[config.mk]
export PLATFORM = sky130hd
export DESIGN_NAME = rv_memory
export DESIGN_NICKNAME = d
export VERILOG_FILES = /design/src/rtl/rv_memory.sv
export SDC_FILE = /design/constraint.sdc
export NUM_CORES = 1
export LEC_CHECK = 0
export ABC_AREA = 1
export BUFFER_PORTS_ARGS = -buffer_cell sky130_fd_sc_hd__buf_2
export CORE_ASPECT_RATIO = 0.8
export CORE_UTILIZATION = 43
export DETAILED_ROUTE_END_ITERATION = 8
export GPL_TIMING_DRIVEN = 0
export PLACE_DENSITY = 0.77
export SKIP_LAST_GASP = 1
export SLEW_MARGIN = 20
export SYNTH_ARGS = -nofsm -noshare
export SYNTH_HDL_FRONTEND = slang
export SYNTH_SLANG_ARGS = --single-unit
[constraint.sdc]
create_clock -name i_clk -period 3.15 [get_ports i_clk]
set_clock_uncertainty 0.1 [all_clocks]
set_input_delay 0.1575 -clock i_clk [delete_from_list [all_inputs] [get_ports i_clk]]
set_output_delay 0.1575 -clock i_clk [all_outputs]
set_load 0.05 [all_outputs]
[src/rtl/rv_memory.sv]
// rv_memory: memory-access stage between execute and write-back.
// Single-outstanding req/ack data bus, load align/extend, stall, faults.
module rv_memory #(
  parameter int TIMEOUT = 255
) (
  input  logic        i_clk,
  input  logic        i_reset,
  input  logic        i_flush,
  input  logic [31:0] i_alu_result,
  input  logic        i_reg_write,
  input  logic        i_mem_read,
  input  logic        i_mem_write,
  input  logic [4:0]  i_rd,
  input  logic [29:0] i_pc_p4,
  input  logic [1:0]  i_res_src,
  input  logic [2:0]  i_funct3,
  input  logic [31:0] i_rs2_val,
  input  logic        i_dbus_ack,
  input  logic        i_dbus_err,
  input  logic [31:0] i_dbus_rdata,
  output logic        o_dbus_req,
  output logic        o_dbus_we,
  output logic [29:0] o_dbus_addr,
  output logic [3:0]  o_dbus_be,
  output logic [31:0] o_dbus_wdata,
  output logic        o_stall,
  output logic [4:0]  o_rd,
  output logic        o_reg_write,
  output logic [1:0]  o_res_src,
  output logic [29:0] o_pc_p4,
  output logic [31:0] o_alu_result,
  output logic [31:0] o_mem_data,
  output logic        o_misalign,
  output logic        o_bus_err
);

  typedef struct packed {
    logic        valid;
    logic [31:0] alu;
    logic        rw;
    logic        mr;
    logic        mw;
    logic [4:0]  rd;
    logic [29:0] pc;
    logic [1:0]  rs;
    logic [2:0]  f3;
    logic [31:0] rs2;
  } stage_t;

  localparam logic [1:0] S_IDLE  = 2'd0;
  localparam logic [1:0] S_WAIT  = 2'd1;
  localparam logic [1:0] S_ABORT = 2'd2;

  localparam int CW   = (TIMEOUT > 1) ? $clog2(TIMEOUT) : 1;
  localparam int LIMI = (TIMEOUT > 0) ? TIMEOUT - 1 : 0;
  localparam logic [CW:0] LIM = (CW+1)'(LIMI);

  stage_t        s_q, s_d;
  logic [1:0]    state_q, state_d;
  logic [CW-1:0] cnt_q, cnt_d;
  logic [CW:0]   cnt_inc;
  logic          fpend_q, fpend_d;

  logic       memop;
  logic       mis;
  logic       aborted;
  logic       req;
  logic       hit;
  logic       kill;
  logic [1:0] a;
  logic [7:0] lbyte;
  logic [15:0] lhalf;

  assign a       = s_q.alu[1:0];
  assign memop   = s_q.valid & (s_q.mr | s_q.mw);
  assign aborted = (state_q == S_ABORT);
  assign mis     = memop &
                   (((s_q.f3[1:0] == 2'b01) & a[0]) |
                    ((s_q.f3[1:0] == 2'b10) & (a != 2'b00)));
  assign req     = memop & ~mis & ~aborted;
  assign cnt_inc = {1'b0, cnt_q} + (CW+1)'(1);
  assign hit     = (TIMEOUT != 0) && (cnt_inc >= LIM);
  assign kill    = fpend_q | (i_flush & req & i_dbus_ack);

  assign o_dbus_req   = req;
  assign o_dbus_we    = s_q.mw;
  assign o_dbus_addr  = s_q.alu[31:2];
  assign o_stall      = req & ~i_dbus_ack;
  assign o_misalign   = mis;
  assign o_bus_err    = aborted | (req & i_dbus_ack & i_dbus_err);
  assign o_rd         = s_q.rd;
  assign o_res_src    = s_q.rs;
  assign o_pc_p4      = s_q.pc;
  assign o_alu_result = s_q.alu;
  assign o_reg_write  = s_q.rw & ~o_stall & ~mis &
                        ~o_bus_err & ~kill;

  // Byte enables and lane-replicated store data
  always_comb begin
    o_dbus_be    = 4'b0000;
    o_dbus_wdata = 32'h0;
    if (memop) begin
      unique case (s_q.f3[1:0])
        2'b00:   o_dbus_be = 4'b0001 << a;
        2'b01:   o_dbus_be = 4'b0011 << a;
        default: o_dbus_be = 4'b1111;
      endcase
    end
    if (memop & s_q.mw) begin
      unique case (s_q.f3[1:0])
        2'b00:   o_dbus_wdata = {4{s_q.rs2[7:0]}};
        2'b01:   o_dbus_wdata = {2{s_q.rs2[15:0]}};
        default: o_dbus_wdata = s_q.rs2;
      endcase
    end
  end

  // Load lane select and sign/zero extension
  always_comb begin
    lbyte      = i_dbus_rdata[7:0];
    lhalf      = a[1] ? i_dbus_rdata[31:16]
                      : i_dbus_rdata[15:0];
    o_mem_data = 32'h0;
    unique case (a)
      2'd0: lbyte = i_dbus_rdata[7:0];
      2'd1: lbyte = i_dbus_rdata[15:8];
      2'd2: lbyte = i_dbus_rdata[23:16];
      default: lbyte = i_dbus_rdata[31:24];
    endcase
    if (memop & s_q.mr & i_dbus_ack) begin
      unique case (s_q.f3)
        3'b000:  o_mem_data = {{24{lbyte[7]}}, lbyte};
        3'b001:  o_mem_data = {{16{lhalf[15]}}, lhalf};
        3'b010:  o_mem_data = i_dbus_rdata;
        3'b100:  o_mem_data = {24'h0, lbyte};
        3'b101:  o_mem_data = {16'h0, lhalf};
        default: o_mem_data = 32'h0;
      endcase
    end
  end

  // Next stage contents: a flushed slot becomes an all-zero bubble
  always_comb begin
    s_d       = '0;
    s_d.valid = 1'b1;
    s_d.alu   = i_alu_result;
    s_d.rw    = i_reg_write;
    s_d.mr    = i_mem_read;
    s_d.mw    = i_mem_write;
    s_d.rd    = i_rd;
    s_d.pc    = i_pc_p4;
    s_d.rs    = i_res_src;
    s_d.f3    = i_funct3;
    s_d.rs2   = i_rs2_val;
    if (i_flush | fpend_q) s_d = '0;
  end

  // Flush that arrives mid-access is remembered until it completes
  always_comb begin
    fpend_d = 1'b0;
    if (o_stall) fpend_d = fpend_q | i_flush;
  end

  // Bus FSM: zero-wait in IDLE, counted WAIT, one-cycle ABORT
  always_comb begin
    state_d = state_q;
    cnt_d   = cnt_q;
    unique case (state_q)
      S_IDLE: begin
        if (req & ~i_dbus_ack) begin
          state_d = S_WAIT;
          cnt_d   = '0;
        end
      end
      S_WAIT: begin
        cnt_d = cnt_inc[CW-1:0];
        if (i_dbus_ack)  state_d = S_IDLE;
        else if (hit)    state_d = S_ABORT;
      end
      default: state_d = S_IDLE;
    endcase
  end

  // Stage register holds while stalled
  always_ff @(posedge i_clk or posedge i_reset) begin
    if (i_reset)       s_q <= '0;
    else if (!o_stall) s_q <= s_d;
  end

  // FSM, wait counter and flush-pending state
  always_ff @(posedge i_clk or posedge i_reset) begin
    if (i_reset) begin
      state_q <= S_IDLE;
      cnt_q   <= '0;
      fpend_q <= 1'b0;
    end else begin
      state_q <= state_d;
      cnt_q   <= cnt_d;
      fpend_q <= fpend_d;
    end
  end

endmodule

==> results of run 1 <==
[final cells by class]
cell class	instances	area [um2]
Clock inverter	11	113.9
Timing Repair Buffer	429	2768
Clock buffer	21	480.5
Sequential cell	119	2978
Inverter	68	259.0
Multi-Input combinational cell	576	2658
Tap cell	215	269.0
Fill cell	1306	5174
Buffer	155	1050
[registers in the layout (all words and copies together) (netlist names)]
signal / flops
o_res_src: 2
o_dbus_we: 1
s_q: 38
fpend_q: 1
o_pc_p4: 30
o_alu_result: 32
cnt_q: 8
state_q: 2
o_rd: 5
[cells by family (layout without fill, tap and decap cells)]
kind of cell,count (synthesis),after routing,synth area share
flops,119,119,0.4291
xor+xnor,1,1,0.001262
compound gates,175,175,0.1376
simple gates,398,398,0.2405
buf+inv,223,684,0.1880
fa+ha+maj,2,2,0.003605
[what timing repair did]
item                       4_1_cts  5_1_grt
hold buffers                   109        0
setup endpoints to repair        0        0
gates resized for setup          0        0
setup buffers                    0        0
hold endpoints to repair       124        0
[through the flow]
stage	std cells	area, um2	hold slack, ns
after floorplan	918	6944	0.1539
after global placement	1449	8795	0.2781
after detailed placement	1453	8890	0.1221
after CTS	1594	10580	0.03999
after global routing	1594	10580	0.08226
final	1594	10580	0.06564
[worst min path at each step]
stage / from / to / slack (ns) / depth (start not counted)
after floorplan: i_flush / s_q[107]$_DFFE_PP0N_ / 0.15 / 1
after global placement: i_alu_result[11] / o_alu_result[11]$_DFFE_PP0N_ / 0.28 / 3
after detailed placement: i_reset / o_alu_result[11]$_DFFE_PP0N_ / 0.12 / 2
after CTS: i_dbus_ack / state_q[1]$_DFFE_PP0P_ / 0.04 / 4
after global routing: i_dbus_ack / state_q[1]$_DFFE_PP0P_ / 0.08 / 4
final: i_dbus_ack / state_q[1]$_DFFE_PP0P_ / 0.07 / 4
[cells in the mapped netlist]
master,number,area share
ha_1,2,0.0036
nand2_2,1,0.00090
a32oi_1,4,0.0050
inv_1,63,0.034
inv_2,2,0.0011
o221ai_1,7,0.0088
buf_2,11,0.0079
o21ai_0,74,0.053
clkbuf_1,31,0.017
dfrtp_1,119,0.43
buf_4,105,0.11
or2_2,2,0.0018
nor2_2,1,0.00090
nand4_1,5,0.0045
clkinv_1,3,0.0016
o21ai_2,1,0.0013
nor2_1,50,0.027
nand2_1,217,0.12
a211oi_1,2,0.0022
o22ai_1,6,0.0054
a31oi_1,1,0.00090
buf_6,8,0.013
xnor2_1,1,0.0013
a21oi_1,74,0.053
nand3_1,122,0.088
o2111ai_1,4,0.0050
o21bai_1,2,0.0022
[where the power goes]
| part | switching, mW | internal [mW] | total, mW |
|---|---|---|---|
| logic | 1.26 | 0.631 | 1.89 |
| clock network | 0.760 | 1.18 | 1.94 |
| registers | 0.136 | 1.69 | 1.83 |
[worst min-delay path, delay by kind of cell]
family	cells	cell delay, ns
buffers and inverters	2	0.25
AND/OR/NAND/NOR	2	0.14
[routing by layer]
layer	track usage	share of wire	up-vias
li1	-	-	3826
met4	0.1695	0.040	0
met1	0.3806	0.40	3832
met5	0	0	-
met3	0.06405	0.076	104
met2	0.5037	0.48	455
==> impl_metrics.toml, run 1 <==
[sta]
setup_viol = 0
worst_slack_ns = 0.1485
min_period_ns = 3.002
totalNegativeSetupSlack_ns = 0
period_share = 0.9529
tightest_slew_ns = 0.9293
relSlewSlack = 0.3782
drv_slew = 0
clock.fmax_mhz = 333.2
timing.final.hold_violations = 0
rsz0062_at_grt = "false"

[floorplanning]
initial_core_util = 0.4407
rows = 41
core_um2 = 15750
die_w_um = 144.0
die_y_um = 115.6
io_pins = 317
die_area_um2 = 16660

[worst_setup_path]
crit_fanout = 10
r2r_setup_slack_ns = 0.46
path_buf_inv = 4
arrival_ns = 2.74
cp-startpoint = "s_q[33]$_DFFE_PP0N_"
cp-end-kind = "output port"
crit_type = "flop to output port"
crit_path_max_incr_delay_ns = 0.53
crit_cells = 9
start_kind = "flop"
endpoint = "o_mem_data[29]"
cp_cell_sequence = "inv_2 > nand2_2 > inv_1 > nand2_1 > nor2_1 > buf_2 > a21oi_1 > a21oi_1 > buf_2"
path_delay_family = "buffers and inverters"
worstPathRequired_ns = 2.89
r2r_cells = 5
reg2reg_from = "fpend_q$_DFF_PP0_"
crit_slowest_cell = "nor2_1"
r2r_end = "o_alu_result[10]$_DFFE_PP0N_"

[clock_network]
htreeDepth = 4
clkSlewWorstSetupHoldPaths_ns = 0.06
clock-sinks = 119
cts-root-buf = "clkbuf_16"
clock_path_buffers = 2
cts_buffers = 17
clk_latency_ns = 0.41
tritoncts = "done"

[job]
maxCapViolations = 0

[routing]
routed_via_density = 5.155
vias = 8217
drtAntennaViolNets = 0
post-route-drc-count = 0
totalWireLength_mm = 25.75
drt-pass1-iter-count = 5
wire_per_inst_um = 16.15
drt_iter0_drc = 582

[global_routing]
antenna_found_initial = 0
track_usage = 0.3072
grt-ovfl-total = 0
grt_pass1_vias = 7631
grt_pass1_wl_mm = 38.93
grt_max_degree = 34

[synth]
synth_warnings = 0
synth-seq-cells = 119
syn_inst = 918
syn_nets = 1064
netlist_area_um2 = 6940
syn_avg_cell_area_um2 = 7.560
yosysSeqAreaShare = 0.4291
synth_cell_type_count = 27

[finish]
final_common_cell = "buf_2"
n_antenna_cell = 0
fin_nets = 1512
final_cell_mix = "327 x buf_2, 217 x nand2_1, 122 x nand3_1, 119 x dfrtp_1, 109 x dlygate4sd3_1"
final_layout_size_suffix_gt1_frac = 0.3510
syn2layout_area_growth_pct = 52.37
fin_util = 0.6715

[power_and_ir_drop]
p_leak_nw = 5.830
peakVddDrop_uv = 368.6
p_per_area_nw_per_um2 = 535.6
p_total_mw = 5.664

[place]
post-place-ws_ns = 0.6081
gp_congestion = 0.9314
hpwl_mm = 17.64
port-buffer-count = 316

[outcome]
status = "completed"

[worst_hold_path]
hold_path_class = "input port to flop"
No activity file was read; power rests on OpenSTA's default activity.
==> run 2: changes to the inputs <==
--- a/config.mk
+++ b/config.mk
@@ -12,6 +12,7 @@
 export DETAILED_ROUTE_END_ITERATION = 8
 export GPL_TIMING_DRIVEN = 0
 export PLACE_DENSITY = 0.77
+export REMOVE_ABC_BUFFERS = 1
 export SKIP_LAST_GASP = 1
 export SLEW_MARGIN = 20
 export SYNTH_ARGS = -nofsm -noshare
==> run 2 against run 1 <==
- clock power about the same
- cell area is 8.5% lower
- clock-buffer cell count decreased by 2
- sequential power barely moved
- combinational power shrank 12%
- worst setup slack worse by 0.034 ns
- largest power group unchanged
==> impl_metrics.toml, run 2 (synthesized netlist as in run 1, its figures left out) <==
[power_and_ir_drop]
p_total_mw = 5.424
p_per_area_nw_per_um2 = 560.5
p_leak_nw = 5.205
peakVddDrop_uv = 332.9

[finish]
instances_no_fill = 1444
top_register = "s_q"
final_cell_mix = "316 x buf_2, 214 x nand2_1, 120 x nand3_1, 117 x dfrtp_1, 109 x dlygate4sd3_1"
largest_reg_flops = 38
stdcell_area_um2 = 9678
fin_nets = 1362
final_common_cell = "buf_2"
final_layout_size_suffix_gt1_frac = 0.3068
n_antenna_cell = 0
syn2layout_area_growth_pct = 39.44
fin_util = 0.6145

[floorplanning]
die_w_um = 144.0
core_um2 = 15750
die_area_um2 = 16660
rows = 41
die_y_um = 115.6
io_pins = 317
initial_core_util = 0.4407

[sta]
min_period_ns = 3.036
period_share = 0.9637
tightest_slew_ns = 0.6412
clock.fmax_mhz = 329.4
relSlewSlack = 0.5721
drv_slew = 0
timing.final.hold_violations = 0
holdWs_ns = 0.1793
rsz0062_at_grt = "true"
setup_viol = 0

[routing]
routed_via_density = 5.185
wire_per_inst_um = 15.73
post-route-drc-count = 0
totalWireLength_mm = 22.71
vias = 7487
drt-pass1-iter-count = 5
drt_iter0_drc = 503
drtAntennaViolNets = 0

[job]
maxCapViolations = 0

[worst_hold_path]
hold_path_class = "input port to flop"
hold_depth = 4

[place]
placed_area_um2 = 7896
hpwl_mm = 13.57
placed_cells_incl_taps = 1300
port-buffer-count = 316
gp_congestion = 0.9065

[worst_setup_path]
start_kind = "flop"
r2r_setup_slack_ns = 0.36
r2r_cells = 9
crit_slowest_cell = "dfrtp_4"
cp-end-kind = "output port"
path_delay_family = "buffers and inverters"
crit_cells = 7
worstPathRequired_ns = 2.89
cp_cell_sequence = "inv_2 > nand2_4 > nor2_1 > o21ai_4 > nand3_4 > clkinv_16 > buf_2"
crit_type = "flop to output port"
crit_path_max_incr_delay_ns = 0.57
path_buf_inv = 3
arrival_ns = 2.78
crit_fanout = 74

[global_routing]
grt_pass1_vias = 6912
grt_pass1_wl_mm = 34.02
antenna_found_initial = 0
track_usage = 0.2637
grt-ovfl-total = 0
grt_max_degree = 75

[outcome]
status = "completed"

[clock_network]
tritoncts = "done"
clk_latency_ns = 0.41
htreeDepth = 4
cts-root-buf = "clkbuf_16"
cts_buffers = 17
clock-sinks = 119
clkSlewWorstSetupHoldPaths_ns = 0.06
clock_path_buffers = 2
run 2: cell count changes in the layout (fill, tap and decap cells not counted), sizes merged:
cell	previous run	this run
buf	444	323
clkbuf	52	19
inv	68	70
nand3	122	124
run 2: routing by layer:
layer	part of all wire	wire, um	track usage	vias to the layer above
met1	0.42	9526	0.3219	3533
li1	-	-	-	3517
met3	0.073	1667	0.06364	57
met2	0.48	10900	0.4490	380
met4	0.027	618	0.1071	0
met5	0	0	0	-
run 2: final timing paths:
kind,startpoint,endpoint
setup / recovery,s_q[33]$_DFFE_PP0N_,o_stall
hold / removal,i_dbus_ack,state_q[1]$_DFFE_PP0P_
setup reg to reg,s_q[33]$_DFFE_PP0N_,s_q[2]$_DFFE_PP0N_
hold reg to reg,s_q[16]$_DFFE_PP0N_,s_q[16]$_DFFE_PP0N_
max in group asynchronous,i_reset,s_q[30]$_DFFE_PP0N_
min in group asynchronous,i_reset,o_alu_result[25]$_DFFE_PP0N_
run 2: repair_timing:
action	CTS	global route
endpoints found under the setup margin	163	20
setup buffers	0	1
resized for setup	15	4
hold buffers	109	0
cloned	2	0
endpoints found under the hold margin	163	0
pin swaps	1	0
run 2: layout make-up:
| type | count | area (um2) |
|---|---|---|
| clock inverter | 13 | 133.9 |
| tap | 215 | 269.0 |
| timing repair buffer | 432 | 2811 |
| clock buffer | 19 | 452.9 |
| sequential | 119 | 2983 |
| multi-input combinational | 578 | 2735 |
| fill | 1347 | 6071 |
| inverter | 68 | 292.8 |
run 2: report_power, final:
group | switching [mW] | internal [mW]
registers | 0.143 | 1.69
clock network | 0.775 | 1.15
logic | 1.19 | 0.470
run 2: through the flow:
stage | setup TNS (ns) | setup slack [ns]
after floorplan | -303.90 | -2.838
after global placement | -792.86 | -6.112
after detailed placement | -68.30 | -0.9202
after CTS | -0.3613 | -0.05418
after global routing | -0.01048 | -0.006404
final | 0 | 0.1143
run 2: worst reg2reg max path, stage by stage (launching register included):
cell and delay (ns):
dfrtp_4 0.59, inv_2 0.25, nand2_4 0.21, nor2_1 0.28, o21ai_4 0.15, nand3_4 0.28, buf_12 0.27, buf_12 0.28
nand3_1 0.17, o21ai_0 0.11
